<file path="config.mk">
export PLATFORM = sky130hd
export DESIGN_NAME = temp_alarm_ctrl_flat
export DESIGN_NICKNAME = d
export VERILOG_FILES = /design/src/rtl/temp_alarm_pkg.sv /design/src/rtl/temp_alarm_if.sv /design/src/rtl/temp_alarm_tick.sv /design/src/rtl/temp_alarm_ctrl.sv /design/src/flat_wrapper.sv
export SDC_FILE = /design/constraint.sdc
export NUM_CORES = 1
export LEC_CHECK = 0
export ABC_AREA = 1
export CAP_MARGIN = 20
export CORE_ASPECT_RATIO = 0.8
export CORE_MARGIN = 3
export CORE_UTILIZATION = 50
export DETAILED_ROUTE_END_ITERATION = 10
export MAX_ROUTING_LAYER = met4
export PLACE_DENSITY = 0.75
export SYNTH_ARGS = -nofsm -noshare
export SYNTH_HDL_FRONTEND = slang
export SYNTH_SLANG_ARGS = --single-unit
</file>
<file path="constraint.sdc">
create_clock -name clk -period 2.57 [get_ports clk]
set_clock_uncertainty 0.15 [all_clocks]
set_input_delay 0.6425 -clock clk [delete_from_list [all_inputs] [get_ports clk]]
set_output_delay 0.6425 -clock clk [all_outputs]
set_load 0.03 [all_outputs]
</file>
<file path="src/rtl/temp_alarm_pkg.sv">
// Shared types and constants for the temperature alarm sequencer.
// Holds the alarm level encoding, the lamp patterns and small sizing helpers.
package temp_alarm_pkg;

    typedef enum logic [1:0] {
        LVL_NORMAL = 2'd0,
        LVL_BORDER = 2'd1,
        LVL_WARN   = 2'd2,
        LVL_EMERG  = 2'd3
    } level_t;

    localparam logic [3:0] LED_NORMAL = 4'b0001;
    localparam logic [3:0] LED_BORDER = 4'b0010;
    localparam logic [3:0] LED_WARN   = 4'b0100;
    localparam logic [3:0] LED_EMERG  = 4'b1000;
    localparam logic [3:0] LED_OFF    = 4'b0000;

    // The persist counter must reach the larger of the two thresholds.
    function automatic int persist_width(input int esc, input int deesc);
        int m;
        m = (esc > deesc) ? esc : deesc;
        return $clog2(m) + 1;
    endfunction

    function automatic logic [3:0] led_onehot(input level_t lvl);
        logic [3:0] led;
        case (lvl)
            LVL_NORMAL: led = LED_NORMAL;
            LVL_BORDER: led = LED_BORDER;
            LVL_WARN:   led = LED_WARN;
            LVL_EMERG:  led = LED_EMERG;
            default:    led = LED_NORMAL;
        endcase
        return led;
    endfunction

endpackage

</file>
<file path="src/rtl/temp_alarm_if.sv">
// Bundle between temp_state / operator key and the alarm sequencer:
// class flags and acknowledge in, alarm level and lamp/buzzer drives out.
interface temp_alarm_if;
    logic       normal;
    logic       border_line;
    logic       warning;
    logic       emergency;
    logic       ack;
    logic [1:0] level;
    logic [3:0] led_alarm;
    logic       buzzer;
    logic       acked;

    modport master (
        output normal, border_line, warning, emergency, ack,
        input  level, led_alarm, buzzer, acked
    );

    modport slave (
        input  normal, border_line, warning, emergency, ack,
        output level, led_alarm, buzzer, acked
    );
endinterface

</file>
<file path="src/rtl/temp_alarm_tick.sv">
// Free-running divider: one-cycle tick strobe every TICK_DIV clocks,
// the common time base for lamp blinking and request filtering.
module tick_gen #(
    parameter int TICK_DIV = 25_000_000
) (
    input  logic clk,
    input  logic rst,
    output logic tick
);
    localparam int CW = (TICK_DIV > 1) ? $clog2(TICK_DIV) : 1;
    localparam logic [CW-1:0] LAST = CW'(TICK_DIV - 1);

    logic [CW-1:0] cnt_r;

    // Divider count, wraps after the strobe cycle.
    always_ff @(posedge clk or posedge rst) begin
        if (rst) begin
            cnt_r <= '0;
        end else if (cnt_r == LAST) begin
            cnt_r <= '0;
        end else begin
            cnt_r <= cnt_r + CW'(1);
        end
    end

    assign tick = (cnt_r == LAST);

endmodule

</file>
<file path="src/rtl/temp_alarm_ctrl.sv">
// Alarm sequencer: filters temperature-class flags with persistence and hysteresis,
// keeps the alarm level, and drives the lamp bank, buzzer and operator acknowledge.
module temp_alarm_ctrl
    import temp_alarm_pkg::*;
#(
    parameter int TICK_DIV    = 25_000_000,
    parameter int ESC_TICKS   = 2,
    parameter int DEESC_TICKS = 4
) (
    input  logic          clk,
    input  logic          rst,
    temp_alarm_if.slave   bus
);
    localparam int PW   = persist_width(ESC_TICKS, DEESC_TICKS);
    localparam int PMAX = (ESC_TICKS > DEESC_TICKS) ? ESC_TICKS : DEESC_TICKS;
    localparam logic [PW-1:0] PMAX_V  = PW'(PMAX);
    localparam logic [PW-1:0] ESC_V   = PW'(ESC_TICKS);
    localparam logic [PW-1:0] DEESC_V = PW'(DEESC_TICKS);

    logic          tick_s;
    level_t        req_r, req_s;
    level_t        level_r, level_s;
    level_t        pending_r, pending_s;
    logic [PW-1:0] pcnt_r, pcnt_s;
    logic          phase_r;
    logic          acked_r, acked_s;
    logic          ack_sync1_r, ack_sync2_r, ack_prev_r;
    logic          ack_rise_s;
    logic [3:0]    led_s;

    tick_gen #(.TICK_DIV(TICK_DIV)) u_tick (
        .clk  (clk),
        .rst  (rst),
        .tick (tick_s)
    );

    // Priority decode of the class flags; no flag keeps the previous request.
    always_comb begin
        req_s = req_r;
        if (bus.emergency) begin
            req_s = LVL_EMERG;
        end else if (bus.warning) begin
            req_s = LVL_WARN;
        end else if (bus.border_line) begin
            req_s = LVL_BORDER;
        end else if (bus.normal) begin
            req_s = LVL_NORMAL;
        end else begin
            req_s = req_r;
        end
    end

    // Level FSM with persistence filter; emergency bypasses the tick wait.
    always_comb begin
        level_s   = level_r;
        pending_s = pending_r;
        pcnt_s    = pcnt_r;
        if (req_r == LVL_EMERG && level_r != LVL_EMERG) begin
            level_s = LVL_EMERG;
            pcnt_s  = '0;
        end else if (tick_s) begin
            if (req_r == level_r) begin
                pcnt_s = '0;
            end else if (req_r != pending_r) begin
                pending_s = req_r;
                pcnt_s    = PW'(1);
            end else if (pcnt_r < PMAX_V) begin
                pcnt_s = pcnt_r + PW'(1);
            end else begin
                pcnt_s = pcnt_r;
            end
            if (req_r > level_r && pcnt_s >= ESC_V) begin
                level_s = req_r;
                pcnt_s  = '0;
            end else if (req_r < level_r && pcnt_s >= DEESC_V) begin
                level_s = req_r;
                pcnt_s  = '0;
            end else begin
                level_s = level_r;
            end
        end else begin
            level_s = level_r;
        end
    end

    // A level change always clears the acknowledge, even on a coincident ack edge.
    always_comb begin
        acked_s = acked_r;
        if (level_s != level_r) begin
            acked_s = 1'b0;
        end else if (ack_rise_s && level_r >= LVL_WARN) begin
            acked_s = 1'b1;
        end else begin
            acked_s = acked_r;
        end
    end

    assign ack_rise_s = ack_sync2_r & ~ack_prev_r;

    // State, filter, acknowledge and blink registers.
    always_ff @(posedge clk or posedge rst) begin
        if (rst) begin
            req_r       <= LVL_NORMAL;
            level_r     <= LVL_NORMAL;
            pending_r   <= LVL_NORMAL;
            pcnt_r      <= '0;
            phase_r     <= 1'b0;
            acked_r     <= 1'b0;
            ack_sync1_r <= 1'b0;
            ack_sync2_r <= 1'b0;
            ack_prev_r  <= 1'b0;
        end else begin
            req_r       <= req_s;
            level_r     <= level_s;
            pending_r   <= pending_s;
            pcnt_r      <= pcnt_s;
            phase_r     <= tick_s ? ~phase_r : phase_r;
            acked_r     <= acked_s;
            ack_sync1_r <= bus.ack;
            ack_sync2_r <= ack_sync1_r;
            ack_prev_r  <= ack_sync2_r;
        end
    end

    // Warning and emergency lamps blink until acknowledged.
    always_comb begin
        led_s = led_onehot(level_r);
        if (level_r >= LVL_WARN && !acked_r && phase_r) begin
            led_s = LED_OFF;
        end else begin
            led_s = led_onehot(level_r);
        end
    end

    assign bus.level     = level_r;
    assign bus.led_alarm = led_s;
    assign bus.buzzer    = (level_r == LVL_EMERG) & ~acked_r;
    assign bus.acked     = acked_r;

endmodule

</file>
<file path="src/flat_wrapper.sv">
// flat-port wrapper written by rule: the top's interface ports become plain ports
module temp_alarm_ctrl_flat import temp_alarm_pkg::*;
#(
    parameter int TICK_DIV    = 25_000_000,
    parameter int ESC_TICKS   = 2,
    parameter int DEESC_TICKS = 4
)
  (clk, rst, bus_normal, bus_border_line, bus_warning, bus_emergency, bus_ack, bus_level, bus_led_alarm, bus_buzzer, bus_acked);
  temp_alarm_if bus_i ();
  input  logic clk;
  input  logic rst;
  input wire logic [$bits(bus_i.normal)-1:0] bus_normal;
  input wire logic [$bits(bus_i.border_line)-1:0] bus_border_line;
  input wire logic [$bits(bus_i.warning)-1:0] bus_warning;
  input wire logic [$bits(bus_i.emergency)-1:0] bus_emergency;
  input wire logic [$bits(bus_i.ack)-1:0] bus_ack;
  output wire logic [$bits(bus_i.level)-1:0] bus_level;
  output wire logic [$bits(bus_i.led_alarm)-1:0] bus_led_alarm;
  output wire logic [$bits(bus_i.buzzer)-1:0] bus_buzzer;
  output wire logic [$bits(bus_i.acked)-1:0] bus_acked;
  assign bus_i.normal = bus_normal;
  assign bus_i.border_line = bus_border_line;
  assign bus_i.warning = bus_warning;
  assign bus_i.emergency = bus_emergency;
  assign bus_i.ack = bus_ack;
  assign bus_level = bus_i.level;
  assign bus_led_alarm = bus_i.led_alarm;
  assign bus_buzzer = bus_i.buzzer;
  assign bus_acked = bus_i.acked;
  temp_alarm_ctrl #(.TICK_DIV(TICK_DIV), .ESC_TICKS(ESC_TICKS), .DEESC_TICKS(DEESC_TICKS)) u_core (.clk(clk), .rst(rst), .bus(bus_i));
endmodule
</file>
# == Word level (Yosys, flattened, before mapping) ==
# Index checks and enable logic that the tools add are counted.
# totals
out_inout_bits,8
inputBits,7
word_cells,68
register_bits,39
# op_classes
magnitude_cmp,6
reduce_logical,12
eq_ne,9
bitwise,7
add_sub_neg,2
mux,22
# ops
cell,count
3-bit 2-to-1 mux,9
25-bit by 1-bit adder with 25-bit output (second input constant),1
25-bit equality test (second input constant),1
25-bit 2-to-1 mux,1
2-bit 2-to-1 mux,8
4-bit case mux with 4 select lines,1
2-bit equality test (second input constant),3
1-bit logical AND,6
1-bit NOT,5
4-bit 2-to-1 mux,1
2-bit inequality test,2
4-bit AND reduction,1
2-bit nonzero test,2
4-bit nonzero test,1
3-bit by 1-bit adder with 3-bit output (second input constant),1
3-bit by 2-bit >= comparator with 1-bit output (second input constant),1
3-bit >= comparator (second input constant),1
3-bit less-than comparator (second input constant),1
1-bit bitwise AND,2
2-bit by 1-bit equality test with 1-bit output (second input constant),1
2-bit equality test,1
2-bit >= comparator (second input constant),1
2-bit greater-than comparator,1
2-bit zero test,1
4 further kinds,5

# == Longest topological paths before layout ==
# logic_depth
word_depth,14
mapped_depth,13
depth_no_buf,13

# == By module ==
# From an unflattened synthesis, not the netlist that was laid out.
# unflattened
cells_unflattened,309
area_unflattened_um2,2299.7
# by_module_without_submodules
mod,cells_each,seq_area_each_um2,n_inst,area_per_inst_um2
tick_gen,214,625.6,1,1537.7
temp_alarm_ctrl,95,350.3,1,762.0

# == Worst setup path before layout ==
# Ideal clock, no wire load.
# synth_path
kind,register to output
from,register u_core.level_r[1] (netlist: u_core.bus.level[1])
to,output port bus_led_alarm[2]
required_ns,1.778
path_buffers,0
arrival_ns,1.480
path_stages_with_launch,3
path_slack_ns,0.298
path_cell_list,dfrtp_1 -> inv_1 -> a211oi_1
# synth_between
elab_chain_len,4
word_cells_on_any_way,9
cone_classes,order compare: 1; eq/ne: 3; mux: 2; reduce/logical: 3
# synth_lines
element,line_no,text
start: declaration,temp_alarm_ctrl.sv:22,"level_t level_r, level_s;"
start signal: assignment,temp_alarm_ctrl.sv:114,level_r <= level_s;
2-bit >= comparator,temp_alarm_ctrl.sv:128,if (level_r >= LVL_WARN && !acked_r && phase_r) begin
1-bit logical AND (2 in a row),temp_alarm_ctrl.sv:128,
4-bit 2-to-1 mux (*),temp_alarm_ctrl.sv:128,
end: declaration,flat_wrapper.sv:18,output wire logic [$bits(bus_i.led_alarm)-1:0] bus_led_alarm;
# Mark *: on every way between the ends. The rest lies on a longest branch, timed or not.

# == Worst setup path in the final report ==
# layout_path
from,register u_core.level_r[0] (netlist: u_core.bus.level[0])
to,output port bus_led_alarm[0]
# Same word-level chain as after synthesis.

==> qor.csv <==
stage,metric,value,unit
status,outcome,"complete, no violations",
final_layout,fin nets,311,
worst_setup_path,Max stage delay on crit path,0.68,ns
worst_setup_path,Critical path origin,u_core.bus.level[0]$_DFF_PP0_,
worst_setup_path,CP endpoint kind,output pin,
sta,final setup fails,0,
sta,Max Clock Freq,421,MHz
synth,sequential-to-total area share from yosys stat,0.433,
worst_setup_path,worst path cell trace,"nor2_1, clkdlybuf4s50_1",
global_routing,largest net degree at the start of global routing,40,
clock_tree,# clock sinks,39,
synth,synthesized area,2260,um^2
floorplan,Starting Density,0.530,
floorplan,die width,81.1,um
synth,XOR/XNOR Fraction of Synth Area,0.0388,
route,via count,1935,
synth,post-synthesis net count,291,
global_routing,global-route wire length before repair,8280,um
route,post-route ant nets,0,
global_routing,initial antenna violation count,0,
floorplan,I/O Pins,15,
worst_setup_path,Crit path required time,1.78,ns
synth,register bit total from synthesis,39,
sta,fin crit share,0.925,
final_layout,final instance area,2590,um^2
synth,number of library cell types mapped by synthesis,35,
synth,Synth Area in Adders,0.0222,
final_layout,ant diodes,0,
floorplan,chip height,66.1,um
clock_tree,CTS tree,yes,
floorplan,CORE AREA,4260,um^2
min_path,worst hold path type,reg2reg,
floorplan,Rows,21,
pwr,P_leak,1.27,nW
pwr,maximum vdd ir drop,299,uV
synth,Syn. warnings,0,
sta,max_slew headroom,0.672,
synth,Synth Instances,280,
sta,setup_tns,0,ns
synth,syn avg cell area,8.06,um^2
synth,mux contribution to synthesized area,0,
sta,Tightest Pin Transition,0.492,ns
final_layout,share of layout cells above drive strength 1,0.133,
final_layout,area growth from synthesis to layout,14.9,%
placement,placed cell areas,2460,um^2
sta,final hold viol count,0,
clock_tree,CTS root buf,clkbuf_8,
clock_tree,total CTS buffers,5,
placement,DP Wirelength,3510,um
clock_tree,clk slew on worst S/H paths,0.08,ns
clock_tree,H-tree depth reported by CTS,2,
route,DRT iter0 DRCs,188,
sta,Final Max Tran Viols,0,
placement,Port Buffers,14,
route,final WL,4760,um
sta,RSZ-0062 raised after global routing,no,
clock_tree,cts-stage hold buffer count,0,
global_routing,grt ovf,0,
global_routing,vias in the first global route,1694,
sta,Final Critical Period,2.38,ns
worst_setup_path,crit start category,flip-flop,
pwr,power density cells,549,nW/um^2
clock_tree,CTS Buffer Depth,2,
route,vias per inst,5.41,
worst_setup_path,FF-to-FF Start,u_core.bus.level[1]$_DFF_PP0_,
synth,Synth Area in Simple Gates,0.336,
placement,gpl congestion,0.950,
worst_setup_path,"critical path fanouts, max",8,
clock_tree,post-CTS setup buffers,0,
run,max_cap viols,0,
route,DR WL/cell,13.3,um
floorplan,Die Footprint,5360,um^2
worst_setup_path,CP max-delay cell,clkdlybuf4s50_1,
worst_setup_path,Crit Path Class,reg2out,
global_routing,All-Layer GR Usage,0.212,
worst_setup_path,CP arrival,1.58,ns
synth,Compound-Gate Fraction of Synth Area,0.0865,
synth,largest family of logic cells by synthesized area,simple AND/OR/NAND/NOR gates,
route,drt first pass iters,5,
min_path,HP Start,u_core.ack_sync1_r$_DFF_PP0_,
pwr,Total Power,1.42,mW
route,residual DRC count,0,
clock_tree,clock network latency to the later pin of the worst-skew pair,0.30,ns
## timing repair
| item | CTS | global route |
|---|---|---|
| resized for setup | 3 | 1 |
| endpoints found under the setup margin | 3 | 1 |
| pin swaps | 0 | 0 |
## final cells by class
class | instances | area (um^2)
fill | 401 | 1660
multi-input combinational | 193 | 1090
sequential | 39 | 976
inverter | 45 | 169
timing repair buffer | 16 | 154
clock buffer | 6 | 72.6
tap | 57 | 71.3
clock inverter | 2 | 60.1
## where the power goes
| group | switching (mW) | internal, mW |
|---|---|---|
| Clock | 0.218 | 0.388 |
| Sequential | 0.0157 | 0.625 |
| Combinational | 0.115 | 0.0601 |
## logic make-up after synthesis
group | count (synthesis)
XOR/XNOR | 10
adder cells (fa/ha/maj) | 4
flip-flops | 39
buffers and inverters | 48
AO/OA/AOI/OAI | 33
AND/OR/NAND/NOR | 146
## worst max-delay path: cells and delay by family, from the launching register on
family	cells	cell delay [ns]
buffers and inverters	1	0.68
flip-flops	1	0.48
AND/OR/NAND/NOR	1	0.13
## state kept, by name (all words and copies together), names as in the netlist
register             count
u_core.pending_r         2
u_core.u_tick.cnt_r     25
u_core.phase_r           1
u_core.ack_prev_r        1
u_core.ack_sync1_r       1
u_core.req_r             2
u_core.bus.level         2
u_core.pcnt_r            3
u_core.bus.acked         1
u_core.ack_sync2_r       1
## per-layer routing
layer  GRT usage  vias up  share of wire
met5           -        -              0
met4      0.0886        0          0.020
met3      0.0518        9          0.078
met2       0.270       81           0.41
met1       0.313      887           0.49
li1            -      958              -
## cell usage in the layout (no fill, tap or decap), types with 3 or more instances in the layout
cell type	instances
clkdlybuf4s50_1	10
nor3_1	15
inv_1	40
nand3_1	13
nor4_1	4
dfrtp_1	39
nand2_1	54
nor2_4	3
o21ai_1	6
inv_2	4
nand4_1	10
nor2_2	6
a21oi_1	11
dlygate4sd2_1	3
nor2_1	23
xor2_1	7
xnor2_1	3
nand3_2	5
o21ai_0	6
clkbuf_8	5
nand2_2	8
ha_1	4
## path summary, 6_finish.rpt
check | to | slack, ns | cells past startpoint
max in group asynchronous | u_core.u_tick.cnt_r[4]$_DFF_PP0_ | 1.32 | 3
max | bus_led_alarm[0] | 0.19 | 2
min | u_core.ack_sync2_r$_DFF_PP0_ | 0.21 | 0
min reg2reg | u_core.ack_sync2_r$_DFF_PP0_ | 0.21 | 0
max reg2reg | u_core.bus.acked$_DFFE_PP0P_ | 0.36 | 12
min in group asynchronous | u_core.pending_r[0]$_DFFE_PP0P_ | 0.60 | 3
## Yosys cell counts, drive strengths merged
cell,n,area [um^2]
inv,44,165
o21bai,1,7.51
o211ai,1,7.51
nor3,17,101
a21oi,11,55.1
o21ai,12,60.1
o22ai,1,6.26
a211oi,3,27.5
buf,3,21.3
o211a,1,10.0
xnor2,3,26.3
and3b,1,8.76
clkinv,1,3.75
nor4,4,25.0
dfrtp,39,976
o2111ai,1,8.76
nand4,12,96.3
ha,4,50.1
nand3,18,115
nor2,32,158
xor2,7,61.3
a31oi,2,12.5
nand2,62,253
## stage by stage
stage | utilization | worst slack (ns) | std cells | hold WS, ns
detailed placement | 0.578 | 0.319 | 350 | 0.192
floorplan | - | 0.298 | 280 | 0.181
finish | 0.609 | 0.193 | 358 | 0.209
CTS | 0.608 | 0.0933 | 358 | 0.211
global placement | 0.578 | 0.346 | 350 | 0.183
global route | 0.609 | 0.109 | 358 | 0.220
Note: power is estimated with default switching activity, not from simulation.
